$ cat config.mk
export PLATFORM = sky130hd
export DESIGN_NAME = uart_rx_fifo
export DESIGN_NICKNAME = d
export VERILOG_FILES = /design/src/rtl/uart_rx_fifo.sv
export SDC_FILE = /design/constraint.sdc
export NUM_CORES = 1
export LEC_CHECK = 0
export BUFFER_PORTS_ARGS = -buffer_cell sky130_fd_sc_hd__buf_4
export CORE_MARGIN = 2
export CORE_UTILIZATION = 55
export DETAILED_ROUTE_END_ITERATION = 12
export GPL_TIMING_DRIVEN = 1
export HOLD_SLACK_MARGIN = 0.15
export PLACE_DENSITY = 0.75
export SLEW_MARGIN = 30
export SYNTH_ARGS = -nofsm -noshare
export SYNTH_HDL_FRONTEND = slang
export SYNTH_SLANG_ARGS = --single-unit
$ cat constraint.sdc
create_clock -name clk -period 4 [get_ports clk]
set_input_delay 0.6 -clock clk [delete_from_list [all_inputs] [get_ports clk]]
set_output_delay 0.6 -clock clk [all_outputs]
set_load 0.1 [all_outputs]
$ cat src/rtl/uart_rx_fifo.sv
`default_nettype none
// ============================================================================
//  Module      : uart_rx_fifo
//  Description : Receive-side FIFO behind a UART receiver. Synchronises the
//                receiver's frame-complete flag, captures each byte plus its
//                3-bit error flags, and presents the oldest entry through a
//                first-word-fall-through valid/pop interface with occupancy
//                and sticky overflow status.
//  Options     : UART_RX_FIFO_DROP_ERR_EN - when defined, frames carrying any
//                error flag are discarded and rd_err always reads 0.
//  Revision    : 1.0 - initial release
// ============================================================================
module uart_rx_fifo #(
    parameter  int DEPTH = 16,
    localparam int CNT_W = $clog2(DEPTH) + 1
) (
    input  logic             clk,
    input  logic             rst_n,
    input  logic             done_flag,
    input  logic [7:0]       data_in,
    input  logic [2:0]       error_in,
    input  logic             rd_pop,
    input  logic             clr_ovf,
    output logic             rd_valid,
    output logic [7:0]       rd_data,
    output logic [2:0]       rd_err,
    output logic [CNT_W-1:0] count,
    output logic             full,
    output logic             empty,
    output logic             overflow
);

    localparam int ADDR_W = $clog2(DEPTH);
    localparam int PTR_W  = ADDR_W + 1;
    localparam logic [CNT_W-1:0] c_FULL_COUNT = CNT_W'(DEPTH);

    // Synchroniser and edge detector on the frame-complete flag
    logic r_sync1;
    logic r_sync2;
    logic r_sync3;
    logic w_push;

    // Staging register between edge detection and the storage array
    logic       r_stg_vld;
    logic [7:0] r_stg_data;
    logic [2:0] r_stg_err;
    logic       w_frame_ok;
    logic [2:0] w_err_keep;

    // Storage and pointers
    logic [10:0]      r_mem [DEPTH];
    logic [PTR_W-1:0] r_wr_ptr;
    logic [PTR_W-1:0] r_rd_ptr;
    logic [PTR_W-1:0] w_wr_ptr_nxt;
    logic [PTR_W-1:0] w_rd_ptr_nxt;
    logic [10:0]      r_head;
    logic             r_overflow;

    logic [CNT_W-1:0] w_count;
    logic             w_full;
    logic             w_empty;
    logic             w_pop;
    logic             w_wr_en;
    logic             w_drop;
    logic             w_nxt_nonempty;
    logic             w_bypass;

`ifdef UART_RX_FIFO_DROP_ERR_EN
    // Errored frames never enter the FIFO, so stored error bits are always 0
    assign w_frame_ok = (error_in == 3'b000);
    assign w_err_keep = 3'b000;
`else
    assign w_frame_ok = 1'b1;
    assign w_err_keep = error_in;
`endif

    assign w_push = r_sync2 & ~r_sync3;

    // Two-flop synchroniser plus a delay flop for rising-edge detection
    always_ff @(posedge clk or negedge rst_n) begin
        if (!rst_n) begin
            r_sync1 <= 1'b0;
            r_sync2 <= 1'b0;
            r_sync3 <= 1'b0;
        end else begin
            r_sync1 <= done_flag;
            r_sync2 <= r_sync1;
            r_sync3 <= r_sync2;
        end
    end

    // Capture the byte on the push pulse; data is stable while the flag is high
    always_ff @(posedge clk or negedge rst_n) begin
        if (!rst_n) begin
            r_stg_vld  <= 1'b0;
            r_stg_data <= 8'h00;
            r_stg_err  <= 3'b000;
        end else begin
            r_stg_vld <= w_push & w_frame_ok;
            if (w_push) begin
                r_stg_data <= data_in;
                r_stg_err  <= w_err_keep;
            end
        end
    end

    // Occupancy derives directly from the pointers, so status tracks them exactly
    assign w_count  = r_wr_ptr - r_rd_ptr;
    assign w_full   = (w_count == c_FULL_COUNT);
    assign w_empty  = (r_wr_ptr == r_rd_ptr);

    // A pop only counts when an entry is present; a full FIFO still accepts a
    // write if the head leaves in the same cycle
    assign w_pop    = rd_pop & ~w_empty;
    assign w_wr_en  = r_stg_vld & (~w_full | w_pop);
    assign w_drop   = r_stg_vld & w_full & ~w_pop;

    assign w_wr_ptr_nxt   = r_wr_ptr + {{ADDR_W{1'b0}}, w_wr_en};
    assign w_rd_ptr_nxt   = r_rd_ptr + {{ADDR_W{1'b0}}, w_pop};
    assign w_nxt_nonempty = (w_wr_ptr_nxt != w_rd_ptr_nxt);

    // The next head is the word being written this cycle when the FIFO would
    // otherwise be empty; the array has not been updated yet, so forward it
    assign w_bypass = w_wr_en & (w_rd_ptr_nxt[ADDR_W-1:0] == r_wr_ptr[ADDR_W-1:0]);

    // Storage array write; contents are not reset, pointers define validity
    always_ff @(posedge clk) begin
        if (w_wr_en) begin
            r_mem[r_wr_ptr[ADDR_W-1:0]] <= {r_stg_err, r_stg_data};
        end
    end

    // Pointers, registered head word and sticky overflow
    always_ff @(posedge clk or negedge rst_n) begin
        if (!rst_n) begin
            r_wr_ptr   <= '0;
            r_rd_ptr   <= '0;
            r_head     <= 11'h000;
            r_overflow <= 1'b0;
        end else begin
            r_wr_ptr <= w_wr_ptr_nxt;
            r_rd_ptr <= w_rd_ptr_nxt;
            if (w_nxt_nonempty) begin
                r_head <= w_bypass ? {r_stg_err, r_stg_data}
                                   : r_mem[w_rd_ptr_nxt[ADDR_W-1:0]];
            end
            if (w_drop) begin
                r_overflow <= 1'b1;
            end else if (clr_ovf) begin
                r_overflow <= 1'b0;
            end
        end
    end

    assign rd_valid = ~w_empty;
    assign rd_data  = r_head[7:0];
    assign rd_err   = r_head[10:8];
    assign count    = w_count;
    assign full     = w_full;
    assign empty    = w_empty;
    assign overflow = r_overflow;

endmodule
`default_nettype wire

---- Word-level counts from Yosys, hierarchy flattened ----
Memories as Yosys holds them, arrays and structs flattened. A register that Yosys moved wholly into a read port is not among the register bits.
Cells that the tools add are included.
word-level totals
  register bits after elaboration ......... 26
  bits in latches ......................... 0
  memory bits (writable) .................. 176
  ROM bits ................................ 0
  input port bits ......................... 16
  output and inout bits ................... 20
  word-level logic and storage cells ...... 32
  memories kept ........................... 1
memories
  memory  words  bits a word  read ports  clocked after Yosys merged registers in  write ports  RTL line  text
  r_mem   16     11           1           1                                        1            51        logic [10:0] r_mem [DEPTH];
cells by class
  add/subtract/negate cells ............... 3
  multipliers ............................. 0
  divide/modulo/power cells ............... 0
  magnitude comparators ................... 0
  equality and inequality tests ........... 3
  shift operators ......................... 0
  mux-type cells .......................... 4
  bitwise logic cells ..................... 10
  reductions and logical operators ........ 2
operators by type and width
  operator              count
  $add A5 B1 Y5         2
  $and A1 B1 Y1         5
  $eq A5 B5 Y1          1
  $eq A5 B5 Y1 const B  1
  $ne A5 B5 Y1          1
  $sub A5 B5 Y5         1
  $mux W1               4
  $not A1 Y1            4
  $reduce_bool A2 Y1    1
  $logic_not A1 Y1      1
  $or A1 B1 Y1          1

---- Longest topological paths before layout ----
  depth after elaboration ................. 7
  mapped depth ............................ 16
  depth with buffers taken out ............ 15

---- Least setup slack after synthesis ----
No wires, ideal clock.
  kind .................................... register -> register
  start point ............................. register r_wr_ptr[0]
  end point ............................... register r_head[0], read port of r_mem
  library setup time ...................... 0.137 ns
  data arrival time ....................... 5.007 ns
  data required time ...................... 3.863 ns
  path slack .............................. -1.144 ns
  stages on the path, launching flop included .. 17
  buffers on the path ..................... 1
  period minus slack after synthesis ...... 5.144 ns
  path through ............................ dfrtp_1 > inv_1 > ha_1 > fa_1 > xnor2_1 > or3_1 > nor2_1 > a31oi_1 > ha_1 > ha_1 > nand3_1 > xnor2_1 > xor2_1 > or4_1 > clkbuf_1 > nor2_1 > a21oi_1
between the ends
  longest elaborated chain between the ends .. 7
  elaborated cells on any way between the ends .. 11
  those cells by class .................... 3 x add/sub; 3 x eq/ne; 5 x bitwise
RTL lines
  element                    RTL line  text
  start, declared            52        logic [PTR_W-1:0] r_wr_ptr;
  start signal, assigned     141       r_wr_ptr <= w_wr_ptr_nxt;
  $sub A5 B5 Y5              108       assign w_count = r_wr_ptr - r_rd_ptr;
  named net count[2]         27        output logic [CNT_W-1:0] count,
  $eq A5 B5 Y1               109       assign w_full = (w_count == c_FULL_COUNT);
  $not A1 Y1                 115       assign w_wr_en = r_stg_vld & (~w_full | w_pop);
  $or A1 B1 Y1               115
  $and A1 B1 Y1              115
  $add A5 B1 Y5              118       assign w_wr_ptr_nxt = r_wr_ptr + {{ADDR_W{1'b0}}, w_wr_en};
  named net w_wr_ptr_nxt[4]  54        logic [PTR_W-1:0] w_wr_ptr_nxt;
  $ne A5 B5 Y1               120       assign w_nxt_nonempty = (w_wr_ptr_nxt != w_rd_ptr_nxt);
  end, declared              56        logic [10:0] r_head;
The timed path passes the listed nets, and every way through them passes these cells.
A chain may end at the register's enable or synchronous reset.

---- Worst setup path in the final report ----
  start point ............................. register r_wr_ptr[0]
  end point ............................... register r_head[8], read port of r_mem
between the ends
  longest elaborated chain between the ends .. 7
  elaborated cells on any way between the ends .. 11
  those cells by class .................... 3 x add/sub; 3 x eq/ne; 5 x bitwise
RTL lines
  element                                               RTL line
  $sub A5 B5 Y5 / $eq A5 B5 Y1 (equally long branches)  108, 110
  $eq A5 B5 Y1 / $not A1 Y1 (equally long branches)     109, 114
  $not A1 Y1 / $and A1 B1 Y1 (equally long branches)    115, 114
  $or A1 B1 Y1                                          115
  $and A1 B1 Y1                                         115
  $add A5 B1 Y5 *                                       118
  named net w_wr_ptr_nxt[4]                             54
  $ne A5 B5 Y1 *                                        120
Mark *: on every way through the listed nets, which the timed path passes. The rest lies on a longest branch.

==> flow_metrics.tcl <==
set metrics [dict create \
    status "finished clean" \
    path_common_cell "ha_4" \
    drv_cap 0 \
    cts_tree "built" \
    rsz0062_at_grt "no" \
    timing_hold_violations_final 0 \
    synth_nets 444 \
    dieArea_um2 16400 \
    maxSlewViolCount 0 \
    grtUsageTotal_pct 20.3 \
    initial_core_util_pct 55.9 \
    synth-edff-count 176 \
    antenna_found_initial 0 \
    final_nets 510 \
    tightest_slew_ps 689 \
    ys_seq_elements 213 \
    max_slew_margin_pct 54.0 \
    crit_family "simple AND/OR/NAND/NOR gates" \
    cp-start-kind "register" \
    area_growth_pct 17.9 \
    synthArstFlopShare_pct 17.4 \
    grt_pass1_wl_um 24800 \
    hold_path_class "in2reg" \
    cts_buffer_depth 3 \
    cp.required_ps 4360 \
    vias_per_cell 5.87 \
    layout_common_cells "176 x edfxtp_1, 56 x buf_4, 55 x mux4_2" \
    port_buffers 35 \
    crit_start "r_wr_ptr[0]$_DFF_PN0_" \
    place_congestion 0.844 \
    hpwl_um 10200 \
    synth_flop_cell "edfxtp_1" \
    r2r_end "r_head[8]$_DFFE_PN0P_" \
    crit_path_cell_trace "inv_2, ha_4, fa_1, xnor2_4, or3_4, nor2_4, a31oi_4, ha_2, ha_4, nand3_2, xnor2_2, xor2_1, or4_4, nor2_1, a21oi_1" \
    path_depth 15 \
    min_period_ps 3880 \
    crit_end "r_head[8]$_DFFE_PN0P_" \
    ios 36 \
    die-height_um 128 \
    critPathCaptureType "register" \
    clock.fmax_ghz 0.258 \
    first_pass_iters 4 \
    root_buffer "clkbuf_16" \
    placed_area_um2 9220 \
    synth_seq_area_share_pct 73.4 \
    crit_arrival_ps 4240 \
    r2r_start "r_wr_ptr[0]$_DFF_PN0_" \
    ant_nets 0 \
    htreeDepth 1 \
    path_buf_inv 1 \
    cp_max_fo 11 \
    die_w_um 128 \
    drt-total-wl_um 15900 \
    r2r_setup_slack_ps 120 \
    grt_max_degree 47 \
    setup_viol_count_final 0 \
    clock_latency_ps 490 \
    period_share_pct 96.9 \
    fp-row-count 45 \
    cts_buffers 21 \
    cp_slowest_cell "or4_4" \
    clock-sinks 213 \
    synth_area_um2 8470 \
    final_common_cell "edfxtp_1" \
    skew_ps 8.59 \
    grt_pass1_vias 4264 \
    core_um2 15100 \
    yosysWarnings 0 \
    slowest_delay_ps 650 \
    syn_area_per_cell_um2 20.2 \
    vias 4038 \
    grt-ovfl-total 0 \
    wl_per_cell_um 23.1 \
    drive_gt1_share_pct 35.8 \
    crit_type "reg2reg" \
    reg2reg_depth 15 \
    drt_iter0_drc 384 \
    drc_errors 0 \
    diodes 0 \
    syn_inst 419 \
    stdcell_area_um2 9980 \
    synth_cell_types 32 \
    path_clk_slew_ps 60 \
]
## metal layers
metal	part of all wire [%]	vias to the layer above	global-route usage, %
li1	-	1807	-
met2	49	110	32.1
met3	6.1	20	2.46
met4	1.5	0	5.24
met1	44	2101	30.8
met5	0	-	0
## through the flow
stage                     hold WS (ps)  TNS (ps)  setup WS, ps  std cells  util, %
after CTS                          205         0          5.62        687     65.7
after floorplan                    304      -737         -75.8        419        -
after detailed placement           346         0          22.7        648     60.9
final                              218         0           123        688     65.9
after global placement             343         0           285        648     60.9
after global routing               203         0          7.56        688     65.9
## final cells by class
class                      instances  area [um2]
sequential                       213        6210
fill                             990        5160
multi-input combinational        177        2280
clock buffer                      24         537
timing repair buffer              60         490
tap                              188         235
clock inverter                    14         180
inverter                          12        48.8
## worst reg2reg max path, cell delays in order, from the launching register on
cell and delay, ps:
dfrtp_2 410, inv_2 70, ha_4 160, fa_1 540, xnor2_4 190, or3_4 410
nor2_4 170, a31oi_4 130, ha_2 240, ha_4 170, nand3_2 90, xnor2_2 90
xor2_1 200, or4_4 650, nor2_1 150, a21oi_1 70
## synth_stat cells, types with 2 or more instances
| cell type | n | area [um2] |
|---|---|---|
| nand3_1 | 8 | 40.0 |
| dfrtp_1 | 37 | 926 |
| a21oi_1 | 13 | 65.1 |
| mux2_2 | 11 | 124 |
| mux2i_1 | 11 | 110 |
| or4_1 | 2 | 15.0 |
| buf_2 | 7 | 35.0 |
| nor3_1 | 4 | 20.0 |
| nand2b_1 | 3 | 18.8 |
| xnor2_1 | 10 | 87.6 |
| nand2_1 | 4 | 15.0 |
| clkbuf_1 | 9 | 33.8 |
| ha_1 | 8 | 100 |
| nor2_1 | 27 | 101 |
| edfxtp_1 | 176 | 5290 |
| xor2_1 | 8 | 70.1 |
| inv_1 | 12 | 45.0 |
| mux4_2 | 55 | 1240 |
## how the worst min path moves through the flow
stage	start	endpoint	cells past startpoint
floorplan	rst_n	overflow$_DFFE_PN0P_	0
global route	done_flag	r_sync1$_DFF_PN0_	1
CTS	done_flag	r_sync1$_DFF_PN0_	1
detailed placement	r_sync1$_DFF_PN0_	r_sync2$_DFF_PN0_	0
finish	done_flag	r_sync1$_DFF_PN0_	1
global placement	r_sync1$_DFF_PN0_	r_sync2$_DFF_PN0_	0
## what timing repair did
item / CTS / global route
gates resized for setup: 0 / 5
setup buffers: 0 / 0
endpoints found under the setup margin: 0 / 11
hold endpoints to repair: 37 / 0
hold buffers: 1 / 0
## sequential cells by signal, indices dropped and copies added, names as in the netlist
signal / count
overflow: 1
r_head: 11
r_mem: 176
r_rd_ptr: 5
r_stg_data: 8
r_stg_err: 3
r_stg_vld: 1
r_sync1: 1
r_sync2: 1
r_sync3: 1
r_wr_ptr: 5
## cells by family after synthesis
logic type | Yosys count | synth area share [%]
AOI/OAI and AO/OA | 17 | 1.18
and+or+nand+nor | 54 | 2.94
muxes | 77 | 17.4
xor gates and xnor gates | 19 | 2.13
DFF | 213 | 73.4
buffers and inverters | 30 | 1.57
adders and majority gates | 9 | 1.42
Power is left out: the tool's default activity adds up to more than one toggle a clock period on the data nets, which glitch-free logic cannot reach.
